### config.mk
export PLATFORM = sky130hd
export DESIGN_NAME = adder_subtracter_32
export DESIGN_NICKNAME = d
export VERILOG_FILES = /design/src/rtl/addsub_pkg.sv /design/src/rtl/full_adder.sv /design/src/rtl/adder_subtracter_32.sv
export SDC_FILE = /design/constraint.sdc
export NUM_CORES = 1
export LEC_CHECK = 0
export ABC_AREA = 1
export BUFFER_PORTS_ARGS = -buffer_cell sky130_fd_sc_hd__buf_2
export CORE_ASPECT_RATIO = 0.75
export CORE_MARGIN = 2
export CORE_UTILIZATION = 30
export DETAILED_ROUTE_END_ITERATION = 10
export PLACE_DENSITY_LB_ADDON = 0.2
export SLEW_MARGIN = 30
export SYNTH_ARGS = -nofsm -noshare
export SYNTH_HDL_FRONTEND = slang
export SYNTH_SLANG_ARGS = --single-unit
### constraint.sdc
create_clock -name clk -period 0.8 [get_ports clk]
set_input_delay 0.16 -clock clk [delete_from_list [all_inputs] [get_ports clk]]
set_output_delay 0.16 -clock clk [all_outputs]
set_load 0.02 [all_outputs]
### src/rtl/addsub_pkg.sv
// Shared constants for the registered adder/subtracter datapath leaf.
package addsub_pkg;

    localparam int ADDSUB_WIDTH = 32;
    localparam int ADDSUB_MSB   = ADDSUB_WIDTH - 1;

    localparam logic OP_ADD = 1'b0;
    localparam logic OP_SUB = 1'b1;

endpackage : addsub_pkg

### src/rtl/full_adder.sv
// One-bit full-adder cell; the ripple chain in adder_subtracter_32 is built from these.
module full_adder (
    input  logic a,
    input  logic b,
    input  logic cin,
    output logic s,
    output logic cout
);

    assign s    = a ^ b ^ cin;
    assign cout = (a & b) | (cin & (a ^ b));

endmodule : full_adder

### src/rtl/adder_subtracter_32.sv
// Registered two's-complement adder/subtracter with signed-overflow flag, one-cycle latency.
// Define ADDSUB_CARRY_OUT_EN to add the registered carry-out port c_out.
module adder_subtracter_32
    import addsub_pkg::*;
#(
    parameter int WIDTH = ADDSUB_WIDTH
) (
    input  logic             clk,
    input  logic             rst_n,
    input  logic             in_valid,
    input  logic [WIDTH-1:0] x,
    input  logic [WIDTH-1:0] y,
    input  logic             c_in,
`ifdef ADDSUB_CARRY_OUT_EN
    output logic             c_out,
`endif
    output logic             out_valid,
    output logic [WIDTH-1:0] r,
    output logic             v
);

    if (WIDTH < 2) begin : g_width_check
        $error("adder_subtracter_32: WIDTH must be at least 2");
    end

    // Handshake: valid-only, no ready. in_valid qualifies x/y/c_in in the cycle it is high;
    // the matching result is presented with out_valid exactly one cycle later, every cycle.
    logic [WIDTH-1:0] ye;
    logic [WIDTH-1:0] s;
    logic [WIDTH:0]   c;
    logic             ov;

    assign ye   = y ^ {WIDTH{c_in == OP_SUB}};
    assign c[0] = c_in;

    for (genvar i = 0; i < WIDTH; i++) begin : g_cell
        full_adder u_fa (
            .a    (x[i]),
            .b    (ye[i]),
            .cin  (c[i]),
            .s    (s[i]),
            .cout (c[i+1])
        );
    end

    // Overflow when the carries into and out of the sign cell disagree.
    assign ov = c[WIDTH] ^ c[WIDTH-1];

    always_ff @(posedge clk or negedge rst_n) begin
        if (!rst_n) begin
            out_valid <= 1'b0;
            r         <= '0;
            v         <= 1'b0;
        end else begin
            out_valid <= in_valid;
            if (in_valid) begin
                r <= s;
                v <= ov;
            end
        end
    end

`ifdef ADDSUB_CARRY_OUT_EN
    always_ff @(posedge clk or negedge rst_n) begin
        if (!rst_n) begin
            c_out <= 1'b0;
        end else if (in_valid) begin
            c_out <= c[WIDTH];
        end
    end
`endif

endmodule : adder_subtracter_32

======== Word-level counts from Yosys, hierarchy flattened ========
Index checks and enable logic that the tools add are counted.
cells by class
  bitwise operators ....................... 162
operators with widths
  cell              number
  1-bit XOR         65
  1-bit AND         64
  1-bit bitwise OR  32
  32-bit XOR        1
word-level totals
  flip-flop bits (word level) ............. 34
  bits of input ports ..................... 68
  output and inout bits ................... 34
  logic and storage cells ................. 165

======== Longest topological paths before layout ========
Gate-level depths: netlist of the first run.
  depth in word-level cells ............... 67
  depth in mapped cells ................... 40
  mapped depth without buffers ............ 40

======== By module ========
Synthesis of the first run repeated with hierarchy kept, for this count alone.
unflattened totals
  cell total of the unflattened synthesis .. 213
  area total of the unflattened synthesis .. 2296.0 um^2
modules (own cells, without submodules)
  module               instances  cells each  area an instance (um^2)  sequential area each (um^2)
  adder_subtracter_32  1          181         1655.3                   850.8
  full_adder           32         1           20.0                     0.0

======== Worst setup path after synthesis of the first run ========
OpenSTA, ideal clock, no wires.
  path kind ............................... input-to-reg
  start ................................... input c_in
  end ..................................... register v
  library setup time ...................... 0.117 ns
  arrival ................................. 13.087 ns
  data required time ...................... 0.683 ns
  slack ................................... -12.404 ns
  cell stages on the path ................. 40
  path buffers ............................ 2
  cells stage by stage .................... buf_4 -> buf_6 -> xnor2_1 -> fa_1 -> fa_1 -> fa_1 -> fa_1 -> fa_1 -> fa_1 -> fa_1 -> fa_1 -> fa_1 -> fa_1 -> fa_1 -> fa_1 -> fa_1 -> fa_1 -> fa_1 -> [... 4 more ...] -> fa_1 -> fa_1 -> fa_1 -> fa_1 -> fa_1 -> fa_1 -> fa_1 -> fa_1 -> fa_1 -> inv_1 -> fa_1 -> inv_1 -> fa_1 -> fa_1 -> inv_1 -> nand2_1 -> nand3_1 -> nand2_1
on the way
  cells in the longest elaborated chain, start to end .. 67
  elaborated cells on any way between the ends .. 130
  those cells by class .................... 130 x bitwise
ends and longest elaborated chain
  item                  line                       source
  start, declared       adder_subtracter_32.sv:13  input logic c_in,
  32-bit XOR            adder_subtracter_32.sv:33  assign ye = y ^ {WIDTH{c_in == OP_SUB}};
  1-bit XOR             full_adder.sv:11           assign cout = (a & b) | (cin & (a ^ b));
  1-bit AND             full_adder.sv:11
  1-bit bitwise OR      full_adder.sv:11
  1-bit AND             full_adder.sv:11
  1-bit bitwise OR      full_adder.sv:11
  1-bit AND             full_adder.sv:11
  1-bit bitwise OR      full_adder.sv:11
  [... 51 more ...]     --
  1-bit bitwise OR      full_adder.sv:11
  1-bit AND             full_adder.sv:11
  1-bit bitwise OR      full_adder.sv:11
  1-bit AND             full_adder.sv:11
  1-bit bitwise OR      full_adder.sv:11
  1-bit AND             full_adder.sv:11
  1-bit bitwise OR      full_adder.sv:11
  1-bit XOR *           adder_subtracter_32.sv:47  assign ov = c[WIDTH] ^ c[WIDTH-1];
  end signal, assigned  adder_subtracter_32.sv:58  v <= ov;
  end, declared         adder_subtracter_32.sv:19  output logic v
Every way passes the cells marked *; elsewhere a longest branch is shown, timed or not.
A chain may end at the register's enable or synchronous reset.

======== Worst setup path in the final report of the first run ========
  start ................................... input y[1]
  end ..................................... register r[31]
on the way
  cells in the longest elaborated chain, start to end .. 63
  elaborated cells on any way between the ends .. 64
  those cells by class .................... 64 x bitwise
ends and longest elaborated chain
  item                  line                       source
  start, declared       adder_subtracter_32.sv:12  input logic [WIDTH-1:0] y,
  32-bit XOR *          adder_subtracter_32.sv:33
  1-bit XOR             full_adder.sv:11
  1-bit AND             full_adder.sv:11
  1-bit bitwise OR *    full_adder.sv:11
  1-bit AND *           full_adder.sv:11
  1-bit bitwise OR *    full_adder.sv:11
  1-bit AND *           full_adder.sv:11
  1-bit bitwise OR *    full_adder.sv:11
  [... 47 more ...]     --
  1-bit bitwise OR *    full_adder.sv:11
  1-bit AND *           full_adder.sv:11
  1-bit bitwise OR *    full_adder.sv:11
  1-bit AND *           full_adder.sv:11
  1-bit bitwise OR *    full_adder.sv:11
  1-bit AND *           full_adder.sv:11
  1-bit bitwise OR *    full_adder.sv:11
  1-bit XOR *           full_adder.sv:10           assign s = a ^ b ^ cin;
  end signal, assigned  adder_subtracter_32.sv:57  r <= s;
  end, declared         adder_subtracter_32.sv:18  output logic [WIDTH-1:0] r,
Marks and branches as above.

==> results of run 1 <==
-- layer usage --
metal / track usage / vias up
met5: 0 / -
met4: 0.0346 / 0
met3: 0.0333 / 5
met2: 0.223 / 56
met1: 0.165 / 843
li1: - / 903
-- final timing paths --
kind / start / end / slack, ps / depth (start not counted)
worst max-delay path: y[1] / r[31] / -10890 / 36
min in group asynchronous: rst_n / r[14] / 380 / 3
max in group asynchronous: rst_n / r[27] / 230 / 3
worst max register to register: r[8] / r[8] / -60 / 4
worst min-delay path: in_valid / out_valid / 180 / 2
worst min register to register: r[18] / r[18] / 510 / 2
-- sequential cells by signal, indices dropped and copies added (netlist names) --
name / cells
v: 1
out_valid: 1
r: 32
-- logic make-up after synthesis --
| family | count (synthesis) | share of synthesized area |
|---|---|---|
| AO/OA/AOI/OAI | 31 | 0.110 |
| XOR/XNOR | 31 | 0.112 |
| adder cells (fa/ha/maj) | 31 | 0.256 |
| buffers and inverters | 47 | 0.103 |
| flip-flops | 34 | 0.351 |
| AND/OR/NAND/NOR | 44 | 0.0686 |
-- final cells by class --
class                   instances  area [um^2]
repair buffers                129         1000
well taps                     105          131
multi-input cells             137         1440
flip-flops and latches         34          851
inverters                      37          141
clock buffers                   7         76.3
fillers                       790         4240
-- metrics by stage --
stage / instances / TNS, ps / worst slack [ps] / utilization / power [mW]
after global routing: 449 / -189340 / -11190 / 0.462 / 7.91
final: 449 / -184100 / -10890 / 0.462 / 7.36
after global placement: 421 / -188210 / -11200 / 0.399 / 5.23
after floorplan: 218 / -187000 / -11080 / - / 4.35
after detailed placement: 421 / -190540 / -11310 / 0.399 / 5.30
after CTS: 444 / -185450 / -10960 / 0.454 / 7.40
-- worst reg2reg max path, cell delays in order, from the launching register on --
cell     delay [ps]
dfrtp_1         390
buf_4           130
buf_4           120
nand2_1          60
o21ai_2          50
-- report_power, final --
group	internal [mW]	switching, mW	total, mW	leakage (nW)
clock network	0.600	0.610	1.21	0.0383
registers	2.13	0.298	2.43	0.414
logic	2.01	1.70	3.72	1.28
-- cell usage after synthesis --
library cell	n
nand2_1	43
dfrtp_1	34
o21ai_1	1
nand3_1	1
fa_1	31
inv_1	36
xor2_1	1
buf_6	9
o21ai_2	30
xnor2_1	30
inv_4	1
buf_4	1
-- timing repair --
action | CTS | global route
gates resized for setup | 77 | 6
hold buffers | 1 | 0
endpoints found under the hold margin | 34 | 0
setup buffers | 15 | 5
gates cloned | 0 | 0
pin swaps | 16 | 9
setup endpoints to repair | 66 | 66
==> impl_metrics.json, run 1 <==
{
  "max-slew-margin-rel": 0.728,
  "tightest_slew_ps": 408,
  "die_x_um": 108,
  "finalClockSkew_ps": 0,
  "ir_drop_v": 0.000953,
  "slew_violations": 0,
  "syn2layout_area_growth_pct": 49.9,
  "place_area_mm2": 0.00314,
  "wl_met1_um": 2360,
  "cts_max_level": 2,
  "syn_area_mm2": 0.00243,
  "drt-total-wl_um": 5390,
  "rsz0062_at_grt": "true",
  "worstPathArrival_ps": 11860,
  "layout_common_cells": "63 x buf_2, 41 x nand2_1, 35 x buf_6",
  "cts_buffers": 5,
  "wl_met2_um": 2680,
  "synth_area_leader_cell": "dfrtp_1",
  "gp_congestion": 0.781,
  "synthesis.instances": 218,
  "slowest_delay_ps": 550,
  "setup_viol": 66,
  "cp.required_ps": 970,
  "drtIter0Drc": 55,
  "finalCritPeriodShare": 14.6,
  "power_leakage_nw": 1.74,
  "powerDensity_mw_per_mm2": 2020,
  "coreArea_mm2": 0.00788,
  "cp_top_family": "adder cells",
  "crit_buf_inv": 3,
  "avgViaCountPerCell": 4.02,
  "fin_area_mm2": 0.00364,
  "path_class": "input port to flip-flop",
  "hold_path.class": "input port to flip-flop",
  "wl_per_cell_um": 12.0,
  "ant_nets": 0,
  "crit_path_max_fanout": 2,
  "start_kind": "input port",
  "placementRows": 28,
  "crit_path_end_kind": "flip-flop",
  "cts_root_buf": "clkbuf_8",
  "clk_pin_slew_ps": 60,
  "grt_pass1_vias": 1905,
  "grt_max_degree": 35,
  "die_h_um": 81.9,
  "cts_tree": "done",
  "ys_seq_area_frac": 0.351,
  "grt_usage": 0.130,
  "synth_nets": 317,
  "nets": 443,
  "final_common_cell": "buf_2",
  "synth_top_area_share": 0.351,
  "port_buffers": 101,
  "route.met3.wl_um": 309,
  "vias": 1807,
  "outcome": "complete, but fails checks",
  "post-route-drc-count": 0,
  "drt-pass1-iter-count": 4,
  "drive_gt1_frac": 0.590,
  "yosys_warnings": 0,
  "post_synth.cell_area_avg_um2": 11.1,
  "cap_violations": 0,
  "ios": 102,
  "place_hpwl_um": 4260,
  "violations": "negative setup slack",
  "top_layer_used": "met4",
  "clock.fmax_mhz": 85.5,
  "diodes": 0,
  "worst_slack_ps": -10890,
  "slowest_stage": "fa_2",
  "antenna_found_initial": 0,
  "ctsLongestPathBuffers": 2,
  "initial_core_util": 0.308,
  "hold_violations": 0,
  "clock-sinks": 34,
  "grt_first_pass_wirelength_um": 8730,
  "synth_cell_types": 12,
  "crit_top_cell": "fa_2",
  "synth-seq-cells": 34,
  "timing.final.crit_period_ps": 11690,
  "grt-ovfl-total": 0,
  "dieArea_mm2": 0.00883,
  "holdWs_ps": 176,
  "clk_latency_ps": 280,
  "synthTopCellsByArea": "dfrtp_1 35%, fa_1 26%, o21ai_2 11%, xnor2_1 11%, nand2_1 6.6%"
}
Power figures use the tool's default switching activity.
==> run 2, diff against run 1 <==
CORE_UTILIZATION = 44   (was 30)
GPL_TIMING_DRIVEN = 0   (was unset)
==> impl_metrics.json, run 2 (synthesis gave the netlist of run 1 again) <==
{
  "outcome": "complete, but fails checks",
  "violations": "negative hold slack, negative setup slack",
  "largest_reg_flops": 32,
  "dieArea_mm2": 0.00613,
  "grt_usage": 0.185,
  "finalCritPeriodShare": 14.8,
  "cts_buffers": 5,
  "max-slew-margin-rel": 0.486,
  "syn2layout_area_growth_pct": 48.1,
  "diodes": 0,
  "gp_congestion": 0.695,
  "wl_per_cell_um": 12.6,
  "initial_core_util": 0.456,
  "regMostFlops": "r",
  "grt_max_degree": 35,
  "power_frac_clock": 0.176,
  "switching_share": 0.352,
  "ctsLongestPathBuffers": 2,
  "powerDensity_mw_per_mm2": 2060,
  "cts_root_buf": "clkbuf_8",
  "place_area_mm2": 0.00313,
  "ir_drop_v": 0.000744,
  "slowest_stage": "fa_2",
  "reg_top3": "r (32), out_valid (1), v (1)",
  "utilization": 0.675,
  "drtIter0Drc": 26,
  "vias": 1882,
  "hold_violations": 34,
  "grt-ovfl-total": 0,
  "grt_first_pass_wirelength_um": 8630,
  "fin_area_mm2": 0.00359,
  "place_hpwl_um": 4110,
  "combPwrFrac": 0.496,
  "ant_nets": 0,
  "power_leakage_nw": 1.75,
  "clock-sinks": 34,
  "cts_tree": "done",
  "placementRows": 23,
  "antenna_found_initial": 0,
  "cap_violations": 0,
  "hold_path.class": "input port to async pin",
  "final_common_cell": "buf_2",
  "worst_slack_ps": -11060,
  "avgViaCountPerCell": 4.46,
  "drive_gt1_frac": 0.585,
  "slowest_delay_ps": 550,
  "ios": 102,
  "rsz0062_at_grt": "true",
  "tightest_slew_ps": 771,
  "layout_common_cells": "67 x buf_2, 43 x nand2_1, 41 x buf_6",
  "clock.fmax_mhz": 84.3,
  "die_x_um": 89.8,
  "holdWs_ps": -51.0,
  "port_buffers": 100,
  "clk_pin_slew_ps": 70,
  "finalClockSkew_ps": 0,
  "timing.final.crit_period_ps": 11860,
  "nets": 445,
  "grt_pass1_vias": 1875,
  "p_int_mw": 4.79,
  "slew_violations": 0,
  "pwr-share-seq": 0.328,
  "path_class": "input port to flip-flop",
  "start_kind": "input port",
  "crit_top_cell": "fa_2",
  "clk_latency_ps": 280,
  "post-route-drc-count": 0,
  "worstPathArrival_ps": 12040,
  "power.switching_mw": 2.61,
  "setup_viol": 66,
  "drt-pass1-iter-count": 6,
  "die_h_um": 68.3,
  "crit_path_end_kind": "flip-flop",
  "cts_max_level": 2,
  "coreArea_mm2": 0.00532,
  "cp.required_ps": 980,
  "drt-total-wl_um": 5330,
  "crit_path_max_fanout": 4
}
==> run 2: metrics by stage <==
step	worst slack (ps)	TNS, ps	power, mW	std cells
finish	-11060	-188720	7.40	422
global route	-11340	-194110	7.91	422
CTS	-11120	-189710	7.32	413
detailed placement	-11470	-195190	5.29	393
global placement	-11370	-192960	5.19	393
floorplan	-11080	-187000	4.35	218
==> run 2: power groups by stage <==
stage               clock network (mW)  logic (mW)  registers, mW
finish                            1.30        3.67           2.43
global route                      1.42        4.02           2.48
CTS                               1.33        3.56           2.42
detailed placement                   0        2.93           2.36
global placement                     0        2.84           2.35
floorplan                            0        1.47           2.88
==> run 2: critical path, delay by kind of cell <==
kind                       cells  cell delay (ps)
buffers and inverters          4              320
AOI/OAI and AO/OA              1               50
xor gates and xnor gates       1              130
adders and majority gates     31            11370
==> run 2: final timing paths <==
path,endpoint,start,slack (ps),depth (start not counted)
max in group asynchronous,r[23],rst_n,360,1
setup reg to reg,r[9],r[9],-70,4
hold reg to reg,r[31],r[31],490,2
min in group clk,out_valid,in_valid,70,1
hold / removal,r[15],rst_n,-50,1
setup / recovery,r[31],c_in,-11060,37
==> run 2: what timing repair did <==
action                                 4_1_cts  5_1_grt
setup buffers                               12        9
pin swaps                                    1        1
endpoints found under the hold margin       34        0
gates resized for setup                     67        0
setup endpoints to repair                   66       66
==> run 2: final cells by class <==
type | count | area, um^2
clock inverters | 1 | 5.00
plain buffers | 10 | 130
fillers | 421 | 1730
clock buffers | 7 | 86.3
multi-input cells | 137 | 1420
flip-flops and latches | 34 | 851
repair buffers | 121 | 865
well taps | 75 | 93.8
inverters | 37 | 141
==> run 2: routing by layer <==
layer | share of wire | wire (um) | global-route usage
met1 | 0.43 | 2300 | 0.231
met2 | 0.51 | 2700 | 0.328
met3 | 0.055 | 294 | 0.0452
met4 | 0.0071 | 38 | 0.0577
met5 | 0 | 0 | 0
==> run 3, diff against run 2 <==
CORE_ASPECT_RATIO = 1.5   (was 0.75)
==> impl_metrics.json, run 3 (synthesis gave the netlist of run 1 again) <==
{
  "cts_buffers": 5,
  "pwr-share-seq": 0.329,
  "powerDensity_mw_per_mm2": 2030,
  "largest_reg_flops": 32,
  "drive_gt1_frac": 0.599,
  "hold_violations": 34,
  "gp_congestion": 0.722,
  "total_power_mw": 7.38,
  "rr_startpoint": "r[20]",
  "power.switching_mw": 2.59,
  "cts_max_level": 2,
  "cts_tree": "done",
  "crit_buf_inv": 4,
  "worst_slack_ps": -11030,
  "r2r-end": "r[20]",
  "ff2ff_path_depth": 4,
  "post-route-drc-count": 0,
  "die_h_um": 95.0,
  "diodes": 0,
  "wl_per_cell_um": 12.6,
  "coreArea_mm2": 0.00541,
  "placementRows": 33,
  "path_class": "input port to flip-flop",
  "cts_root_buf": "clkbuf_8",
  "vias": 1899,
  "clk_latency_ps": 280,
  "worstPathArrival_ps": 12000,
  "clock.fmax_mhz": 84.6,
  "port_buffers": 100,
  "clock-sinks": 34,
  "setup_viol": 67,
  "clk_pin_slew_ps": 60,
  "initial_core_util": 0.449,
  "power_frac_clock": 0.158,
  "fillerInstances": 436,
  "layout_common_cells": "66 x buf_2, 42 x nand2_1, 42 x buf_6",
  "power_leakage_nw": 1.77,
  "finalCritPeriodShare": 14.8,
  "place_area_mm2": 0.00313,
  "grt_usage": 0.187,
  "rsz0062_at_grt": "true",
  "p_int_mw": 4.79,
  "slowest_stage": "fa_2",
  "grt_first_pass_wirelength_um": 8570,
  "switching_share": 0.351,
  "grt_pass1_vias": 1972,
  "regMostFlops": "r",
  "antenna_found_initial": 0,
  "final_common_cell": "buf_2",
  "outcome": "complete, but fails checks",
  "slew_violations": 0,
  "drt-total-wl_um": 5330,
  "syn2layout_area_growth_pct": 49.8,
  "grt_max_degree": 35,
  "place_hpwl_um": 4070,
  "drtIter0Drc": 64,
  "max-slew-margin-rel": 0.477,
  "ff2ff_setup_slack_ps": -70,
  "ios": 102,
  "start_kind": "input port",
  "cp.required_ps": 970,
  "drt-pass1-iter-count": 4,
  "cp_top_family": "adder cells",
  "timing.final.crit_period_ps": 11830,
  "finalClockSkew_ps": 0,
  "reg_top3": "r (32), out_valid (1), v (1)",
  "grt-ovfl-total": 0,
  "crit_path_max_fanout": 3,
  "fin_area_mm2": 0.00364,
  "ant_nets": 0,
  "crit_start": "c_in",
  "ir_drop_v": 0.000870,
  "violations": "negative hold slack, negative setup slack",
  "holdWs_ps": -39.4,
  "die_x_um": 64.6,
  "slowest_delay_ps": 550,
  "crit_top_cell": "fa_2",
  "cap_violations": 0,
  "hold_path.class": "input port to async pin",
  "tightest_slew_ps": 784,
  "crit_path_end_kind": "flip-flop",
  "dieArea_mm2": 0.00614,
  "ctsLongestPathBuffers": 2,
  "avgViaCountPerCell": 4.50,
  "nets": 451,
  "combPwrFrac": 0.513
}
-- run 3: cell count changes in the layout (fill, tap and decap cells not counted) --
| cell | change |
|---|---|
| buf_4 | +6 |
| nand3_2 | +1 |
| nand3_1 | -1 |
| nand2_1 | -1 |
| o21ai_2 | +1 |
| inv_2 | +1 |
| clkbuf_1 | +1 |
| clkbuf_8 | -1 |
| buf_6 | +1 |
| clkinv_2 | -1 |
| nand2_2 | +1 |
| o21ai_1 | -1 |
| buf_2 | -1 |
| inv_1 | -1 |
-- run 3: layout make-up --
class                   instances  area [um^2]  area share
repair buffers                127          916       0.252
clock buffers                   7         76.3      0.0210
flip-flops and latches         34          851       0.234
well taps                      70         87.6      0.0241
multi-input cells             137         1430       0.394
plain buffers                  10          130      0.0358
inverters                      37          141      0.0389
-- run 3: through the flow --
| step | setup TNS (ps) | setup slack (ps) | cells | util |
|---|---|---|---|---|
| finish | -188020 | -11030 | 422 | 0.672 |
| CTS | -188530 | -11080 | 406 | 0.647 |
| detailed placement | -193850 | -11430 | 388 | 0.578 |
| floorplan | -187000 | -11080 | 218 | - |
| global route | -193730 | -11370 | 422 | 0.672 |
| global placement | -191850 | -11340 | 388 | 0.578 |
-- run 3: timing repair --
item	4_1_cts	5_1_grt
gates resized for setup	68	5
hold endpoints to repair	34	0
setup endpoints to repair	66	66
setup buffers	11	16
pin swaps	1	3
-- run 3: how the worst max path moves through the flow --
stage                 end  slack, ps  cells after the start
detailed placement  r[31]     -11430                     37
global placement    r[31]     -11340                     37
CTS                 r[31]     -11080                     37
global route        r[31]     -11370                     37
finish              r[31]     -11030                     37
floorplan           r[31]     -11080                     37
-- run 3: power groups by stage --
stage / clock (mW) / combinational, mW / sequential, mW
finish: 1.17 / 3.78 / 2.43
global route: 1.31 / 4.16 / 2.46
CTS: 1.20 / 3.54 / 2.42
detailed placement: 0 / 2.91 / 2.36
global placement: 0 / 2.83 / 2.34
floorplan: 0 / 1.47 / 2.88
-- run 3: routing by layer --
metal | track usage | wire [um]
met1 | 0.196 | 1800
met2 | 0.348 | 3060
met3 | 0.0477 | 289
met4 | 0.0833 | 178
met5 | 0 | 0
